==> config.mk <==
export PLATFORM = sky130hd
export DESIGN_NAME = instr_sequencer
export DESIGN_NICKNAME = d
export VERILOG_FILES = /design/src/rtl/proc_pkg.sv /design/src/rtl/opcode_decode.sv /design/src/rtl/instr_sequencer.sv
export SDC_FILE = /design/constraint.sdc
export NUM_CORES = 1
export LEC_CHECK = 0
export BUFFER_PORTS_ARGS = -buffer_cell sky130_fd_sc_hd__buf_2
export CAP_MARGIN = 40
export CORE_AREA = 2 2 53 60
export DETAILED_ROUTE_END_ITERATION = 6
export DIE_AREA = 0 0 55 62
export PLACE_DENSITY_LB_ADDON = 0.2
export SYNTH_ARGS = -nofsm -noshare
export SYNTH_HDL_FRONTEND = slang
export SYNTH_SLANG_ARGS = --single-unit
==> constraint.sdc <==
create_clock -name clock -period 4.3 [get_ports clock]
set_clock_uncertainty 0.05 [all_clocks]
set_input_delay 0.645 -clock clock [delete_from_list [all_inputs] [get_ports clock]]
set_output_delay 0.645 -clock clock [all_outputs]
set_load 0.01 [all_outputs]
==> src/rtl/proc_pkg.sv <==
// Shared processor definitions: 6-bit sequencer state codes (also decoded by
// control_unit) and the instruction opcodes.
package proc_pkg;

   typedef logic [5:0] state_t;

   localparam state_t S_IDLE   = 6'd0;
   localparam state_t S_FETCH1 = 6'd1;
   localparam state_t S_FETCH2 = 6'd2;
   localparam state_t S_FETCH3 = 6'd3;
   localparam state_t S_FETCH4 = 6'd4;
   localparam state_t S_FETCH5 = 6'd5;
   localparam state_t S_FETCH6 = 6'd6;
   localparam state_t S_LDR11  = 6'd7;
   localparam state_t S_LDR12  = 6'd8;
   localparam state_t S_LDR13  = 6'd9;
   localparam state_t S_LDR14  = 6'd10;
   localparam state_t S_LDR21  = 6'd11;
   localparam state_t S_LDR22  = 6'd12;
   localparam state_t S_LDR23  = 6'd13;
   localparam state_t S_LDR24  = 6'd14;
   localparam state_t S_STAC1  = 6'd15;
   localparam state_t S_STAC2  = 6'd16;
   localparam state_t S_STAC3  = 6'd17;
   localparam state_t S_STAC4  = 6'd18;
   localparam state_t S_ADD    = 6'd19;
   localparam state_t S_ADD2   = 6'd20;
   localparam state_t S_MUL    = 6'd21;

   localparam logic [7:0] OP_LDR1 = 8'h01;
   localparam logic [7:0] OP_LDR2 = 8'h02;
   localparam logic [7:0] OP_STAC = 8'h03;
   localparam logic [7:0] OP_ADD  = 8'h04;
   localparam logic [7:0] OP_MUL  = 8'h05;
   localparam logic [7:0] OP_END  = 8'hFF;

endpackage

==> src/rtl/opcode_decode.sv <==
// Combinational opcode decode: first execute state for the opcode, plus
// END and illegal-opcode flags.
module opcode_decode
   import proc_pkg::*;
#(
   parameter int OPW = 8
) (
   input  logic [OPW-1:0] opcode,
   output logic [5:0]     first_state,
   output logic           is_end,
   output logic           is_illegal
);

   always_comb begin
      first_state = S_IDLE;
      is_end      = 1'b0;
      is_illegal  = 1'b0;
      if (opcode == OPW'(OP_LDR1))      first_state = S_LDR11;
      else if (opcode == OPW'(OP_LDR2)) first_state = S_LDR21;
      else if (opcode == OPW'(OP_STAC)) first_state = S_STAC1;
      else if (opcode == OPW'(OP_ADD))  first_state = S_ADD;
      else if (opcode == OPW'(OP_MUL))  first_state = S_MUL;
      else if (opcode == OPW'(OP_END))  is_end      = 1'b1;
      else                              is_illegal  = 1'b1;
   end

endmodule

==> src/rtl/instr_sequencer.sv <==
// Fetch/execute sequencer: owns the state register, next-state logic, the
// saturating completed-instruction counter and the run-status flags.
module instr_sequencer
   import proc_pkg::*;
#(
   parameter int OPW   = 8,
   parameter int CNT_W = 16
) (
   input  logic             clock,
   input  logic             reset,
   input  logic             start,
   input  logic             hold,
   input  logic [OPW-1:0]   opcode,
   output logic [5:0]       state,
   output logic             busy,
   output logic             done,
   output logic             illegal_op,
   output logic [CNT_W-1:0] instr_count
);

   state_t           next_state;
   logic             cnt_inc, set_ill, clr_ill, end_hit;
   logic             busy_d, done_d, illegal_d;
   logic [CNT_W-1:0] count_d;
   logic [5:0]       dec_first;
   logic             dec_end, dec_illegal;

   opcode_decode #(.OPW(OPW)) u_decode (
      .opcode      (opcode),
      .first_state (dec_first),
      .is_end      (dec_end),
      .is_illegal  (dec_illegal)
   );

   always_ff @(posedge clock) begin
      if (reset) begin
         state       <= S_IDLE;
         busy        <= 1'b0;
         done        <= 1'b0;
         illegal_op  <= 1'b0;
         instr_count <= '0;
      end else begin
         state       <= next_state;
         busy        <= busy_d;
         done        <= done_d;
         illegal_op  <= illegal_d;
         instr_count <= count_d;
      end
   end

   // hold leaves every event flag low, so state, counter and flags freeze.
   always_comb begin
      next_state = state;
      cnt_inc    = 1'b0;
      set_ill    = 1'b0;
      clr_ill    = 1'b0;
      end_hit    = 1'b0;
      if (!hold) begin
         case (state)
            S_IDLE: begin
               if (start) begin
                  next_state = S_FETCH1;
                  clr_ill    = 1'b1;
               end
            end
            S_FETCH1, S_FETCH2, S_FETCH3, S_FETCH4, S_FETCH5,
            S_LDR11, S_LDR12, S_LDR13, S_LDR21, S_LDR22, S_LDR23,
            S_STAC1, S_STAC2, S_STAC3, S_ADD:
               next_state = state + 6'd1;
            S_FETCH6: begin
               if (dec_end) begin
                  next_state = S_IDLE;
                  end_hit    = 1'b1;
               end else if (dec_illegal) begin
                  next_state = S_FETCH1;
                  set_ill    = 1'b1;
               end else begin
                  next_state = dec_first;
               end
            end
            S_LDR14, S_LDR24, S_STAC4, S_ADD2, S_MUL: begin
               next_state = S_FETCH1;
               cnt_inc    = 1'b1;
            end
            default: next_state = S_IDLE;
         endcase
      end
   end

   always_comb begin
      busy_d    = (next_state != S_IDLE);
      done_d    = end_hit;
      illegal_d = illegal_op;
      if (clr_ill)      illegal_d = 1'b0;
      else if (set_ill) illegal_d = 1'b1;
      count_d = instr_count;
      if (cnt_inc && (instr_count != {CNT_W{1'b1}}))
         count_d = instr_count + CNT_W'(1);
   end

endmodule

=== After elaboration in Yosys (flattened, before gate mapping) ===
Index checks and enable logic that the tools add are counted.

* Register bits: 25
* Bits of input ports: 12
* Output and inout port bits: 25
* Word-level logic and storage cells: 75

* $add $sub $neg: 2
* Equality and inequality tests: 28
* Multiplexer cells: 32
* Bitwise operators: 1
* Reductions and logical operators: 7

{| class="wikitable"
|+ Operators with widths
! operator !! count
|-
| $eq A6 B4 Y1 const B || 8
|-
| $mux W6 || 8
|-
| $eq A6 B5 Y1 const B || 6
|-
| $eq A6 B3 Y1 const B || 4
|-
| $pmux W6 S4 || 1
|-
| $mux W1 || 22
|-
| $add A16 B1 Y16 const B || 1
|-
| $eq A8 B2 Y1 const B || 2
|-
| $eq A8 B3 Y1 const B || 2
|-
| $ne A16 B16 Y1 const B || 1
|-
| $reduce_or A15 Y1 || 1
|-
| $eq A6 B2 Y1 const B || 2
|-
| $eq A8 B1 Y1 const B || 1
|-
| $eq A8 B8 Y1 const B || 1
|-
| $add A6 B1 Y6 const B || 1
|-
| $eq A6 B1 Y1 const B || 1
|-
| $logic_not A6 Y1 || 1
|-
| $reduce_bool A6 Y1 || 1
|-
| $mux W5 || 1
|-
| $reduce_or A5 Y1 || 1
|-
| $reduce_or A3 Y1 || 1
|-
| $reduce_or A2 Y1 || 1
|-
| $logic_and A1 B1 Y1 || 1
|-
| $not A1 Y1 || 1
|}

=== Longest topological paths before layout ===
* Depth after elaboration: 12
* Gate-level depth with buffers: 9
* Mapped depth without buffers: 8

=== By module ===
Synthesis repeated with hierarchy kept, for this count alone.

* Cells, all modules: 214
* Area, all modules: 1697.9 sq um

{| class="wikitable"
|+ Modules (own cells, without submodules)
! module !! times used !! cells each !! area an instance (sq um) !! seq. area each (sq um)
|-
| instr_sequencer || 1 || 194 || 1567.8 || 500.5
|-
| opcode_decode || 1 || 20 || 130.1 || 0.0
|}

=== Worst setup path before layout ===
OpenSTA, ideal clock, no wires.

* Path kind: flip-flop to flip-flop
* From: reg state[0]
* To: reg busy
* Library setup time: 126 ps
* Arrival: 2001 ps
* Required time: 4124 ps
* Path slack: 2124 ps
* Cell stages (with the launch flop): 9
* Clock period less this slack: 2176 ps
* Path through: dfxtp_1 > inv_1 > ha_1 > or4_1 > a211o_1 > o21a_1 > a21oi_1 > and4bb_1 > a31oi_1

* Cells in the longest elaborated chain, start to end: 5

{| class="wikitable"
|+ Ends and longest elaborated chain
! element !! RTL line !! RTL
|-
| from (decl) || instr_sequencer.sv:14 || <nowiki>output logic [5:0] state,</nowiki>
|-
| from (signal assigned) || instr_sequencer.sv:43 || <nowiki>state <= next_state;</nowiki>
|-
| branches (longest 3 deep; another with $add A6 B1 Y6) || - ||
|-
| $mux W6 (*) || instr_sequencer.sv:58 || <nowiki>if (!hold) begin</nowiki>
|-
| $reduce_bool A6 Y1 (*) || instr_sequencer.sv:91 || <nowiki>busy_d = (next_state != S_IDLE);</nowiki>
|-
| to (signal assigned) || instr_sequencer.sv:44 || <nowiki>busy <= busy_d;</nowiki>
|-
| to (decl) || instr_sequencer.sv:15 || <nowiki>output logic busy,</nowiki>
|}

Mark *: on every way between the ends.
A chain may end at the register's enable or synchronous reset.

=== Worst setup path after layout ===
Same ends and word-level chain as after synthesis.

==> summary.txt <==
Clock tree
  • Postcts setup bufs: 0
  • Hold Buf Count CTS: 0
  • Clock Tree Buf Depth: 2
  • CTS tree: yes
  • Post-cts sizing count: 0
  • Clock Sinks: 25
  • Worst-skew pair later-pin latency: just over 0.3 ns
  • Reg clk slew, reported paths: ~0.13 ns
  • Num CTS Buffers: 3
  • Clock Root Buffer: clkbuf_4
  • H-tree levels: 1

Cells and area
  • Seq. cell area: approximately 500 um^2
  • Layout cells sized above 1: 23.7%
  • Area occupied by multi-input gates: 957 um^2
  • Layout Nets: approximately 230
  • Area Overhead vs Synth: 13.1%
  • Most frequent cells in the layout: buf_2 (36), nor2_1 (27), dfxtp_1 (25)
  • Fill cells: 279
  • Antenna diodes: 0
  • Commonest non-fill, non-tap cell in the layout: buf_2

Synthesis
  • Number of enable flip-flop cells after synthesis: 0
  • Syn_nets: 200
  • Mapped Cells: between 150 and 200
  • Cell Area, Synth: 0.00154 mm^2
  • Seq/Total Area, Yosys: around 33%
  • Ys flop type: dfxtp_1
  • Synthesized flop and latch total: 25
  • Asr flop ratio synth: 0%
  • Mapped Avg Cell Area: 8.41 um^2
  • Post-synth cell types: 47
  • Yosys warning total: 0

Route
  • Drt first-iter violations: 30
  • WL/cell: ~14 um
  • DR pass1 iterations: 4
  • Post-Route WL: roughly 3.5 mm
  • Vias: approximately 1400
  • Via density: approximately 5.7
  • Final antenna-violating net count: 0
  • Remaining DRCs: 0

Power and ir drop
  • Leak: between 0.6 and 0.7 nW
  • Total power: approximately 380 uW
  • PD cells: 219 mW/mm^2
  • VDD IR max: between 0.2 and 0.25 mV

STA
  • Setup TNS: 0 ns
  • Final Max Slew Viols: 0
  • Crit path time final: around 2.3 ns
  • RSZ-0062 raised after global routing: no
  • Highest Clock Rate: ~430 MHz
  • Worst hold slack: around 0.47 ns
  • Fin crit share: between 50% and 60%
  • Endpoints failing setup: 0
  • Final hold vios: 0
  • Max_slew headroom: 54.7%
  • Worst slew pin tran: 0.677 ns

Floorplanning
  • Die Height: ~62 um
  • Die footprint: about 0.0034 mm^2
  • Starting Density: between 50 and 60%
  • # IOs: 37
  • Chip width: between 50 and 60 um
  • Core area: between 0.002 and 0.003 mm^2
  • Row count: 21

GRT
  • Vias in the first global route: roughly 1200
  • Total gr overflow: 0
  • First-pass GRT wire length: roughly 5.2 mm
  • Total Routing Usage GR: about a fifth
  • Largest net degree at the start of global routing: 26
  • Antenna violations before repair: 0

Placed design
  • Port Buffer Count: 36
  • DP Wirelength: about 2.6 mm
  • Placer congestion estimate: ~0.90

Critical path
  • Crit Path Max Fanout: 7
  • Critical path type: reg2reg
  • Critical Path Stages: 8
  • Crit path required time: 4.44 ns
  • Max incr delay on CP: between 0.4 and 0.5 ns
  • Worst setup SP type: flop
  • CP Data Arrival Time: 2.47 ns
  • Crit path buf inv count: 1
  • Critical path's slowest cell: dfxtp_1
  • Crit end category: flop
  • Cell family with most CP delay: compound AO/OA/AOI/OAI gates
  • Crit path cell chain: inv_1, ha_1, or4_1, a211o_1, o21a_1, a21oi_1, and4bb_1, a31oi_1
  • Reg2reg path depth: 8

Worst hold path
  • Hold Crit Depth: 1
  • Hold Crit Class: reg2reg

Run
  • # Max-Cap Violations: 0

Status
  • Status: complete, no violations
per-layer routing:
layer,vias to the layer above,share of wire [%],track usage (%)
met5,-,0,0
met4,0,1.6,8.36
met3,6,3.7,3.35
met2,35,52,36.2
met1,658,43,26.4
li1,721,-,-
kinds of logic after synthesis:
family / synth area share, %
mux: 0.650
flops: 32.5
buf+inv: 5.28
compound gates: 15.9
fa+ha+maj: 4.07
xor+xnor: 6.26
simple gates: 35.4
sequential cells by signal, indices dropped and copies added (netlist names):
name and flops:
busy 1, illegal_op 1, state 6, done 1, instr_count 16
worst register-to-register path: cells and delay by family, from the launching register on:
kind                     cells  cell delay [ns]
flip-flops                   1             0.49
AND/OR/NAND/NOR              2             0.64
adder cells (fa/ha/maj)      1             0.26
buffers and inverters        1             0.12
AO/OA/AOI/OAI                4             0.67
path summary, 6_finish.rpt:
check | endpoint | slack [ns] | startpoint
worst min-delay path | instr_count[12] | 0.47 | instr_count[12]
worst max-delay path | busy | 1.97 | state[0]
worst min register to register | instr_count[12] | 0.47 | instr_count[12]
worst max register to register | busy | 1.97 | state[0]
per-stage QoR:
| step | instance area (um^2) | instances | setup slack (ns) | utilization (%) |
|---|---|---|---|---|
| 4_1_cts | 1740 | 249 | 1.97 | 60.2 |
| 3_3_place_gp | 1710 | 245 | 2.01 | 59.3 |
| 2_1_floorplan | 1540 | 183 | 2.12 | - |
| 6_report | 1740 | 249 | 1.97 | 60.2 |
| 3_5_place_dp | 1710 | 245 | 1.99 | 59.3 |
| 5_1_grt | 1740 | 249 | 1.78 | 60.2 |
synthesized netlist by cell type (2+ instances only):
library cell	instances	area, um^2
ha_1	5	62.6
nor2_1	27	101
o2111ai_1	2	17.5
o21a_1	2	15.0
a31oi_1	3	18.8
inv_1	8	30.0
nor2b_1	2	12.5
or3_1	6	37.5
nand2b_1	2	12.5
o21bai_1	2	15.0
nand2_1	13	48.8
nor3_1	5	25.0
nor4_4	2	42.5
or4_1	2	15.0
o21ai_0	6	30.0
xnor2_1	10	87.6
nand3_1	10	50.1
nand4b_1	4	35.0
o31a_1	3	26.3
buf_6	2	22.5
and3_1	2	12.5
nor3_2	2	20.0
clkbuf_1	4	15.0
dfxtp_1	25	500
a21oi_1	9	45.0
nand4_1	3	18.8
nor3b_1	2	15.0
report_power, final:
| group | internal (mW) | total [mW] | switching [mW] |
|---|---|---|---|
| Clock | 0.0362 | 0.102 | 0.0657 |
| Sequential | 0.234 | 0.237 | 0.00297 |
| Combinational | 0.0172 | 0.0430 | 0.0258 |
| Total | 0.287 | 0.382 | 0.0945 |
area by class of cell:
type                            instances  area share, %
Tap cell                               34           2.44
Timing Repair Buffer                   36           10.4
Sequential cell                        25           28.8
Inverter                                9           1.94
Multi-Input combinational cell        141           55.0
Clock buffer                            4           1.51
Note: power is estimated with default switching activity, not from simulation.
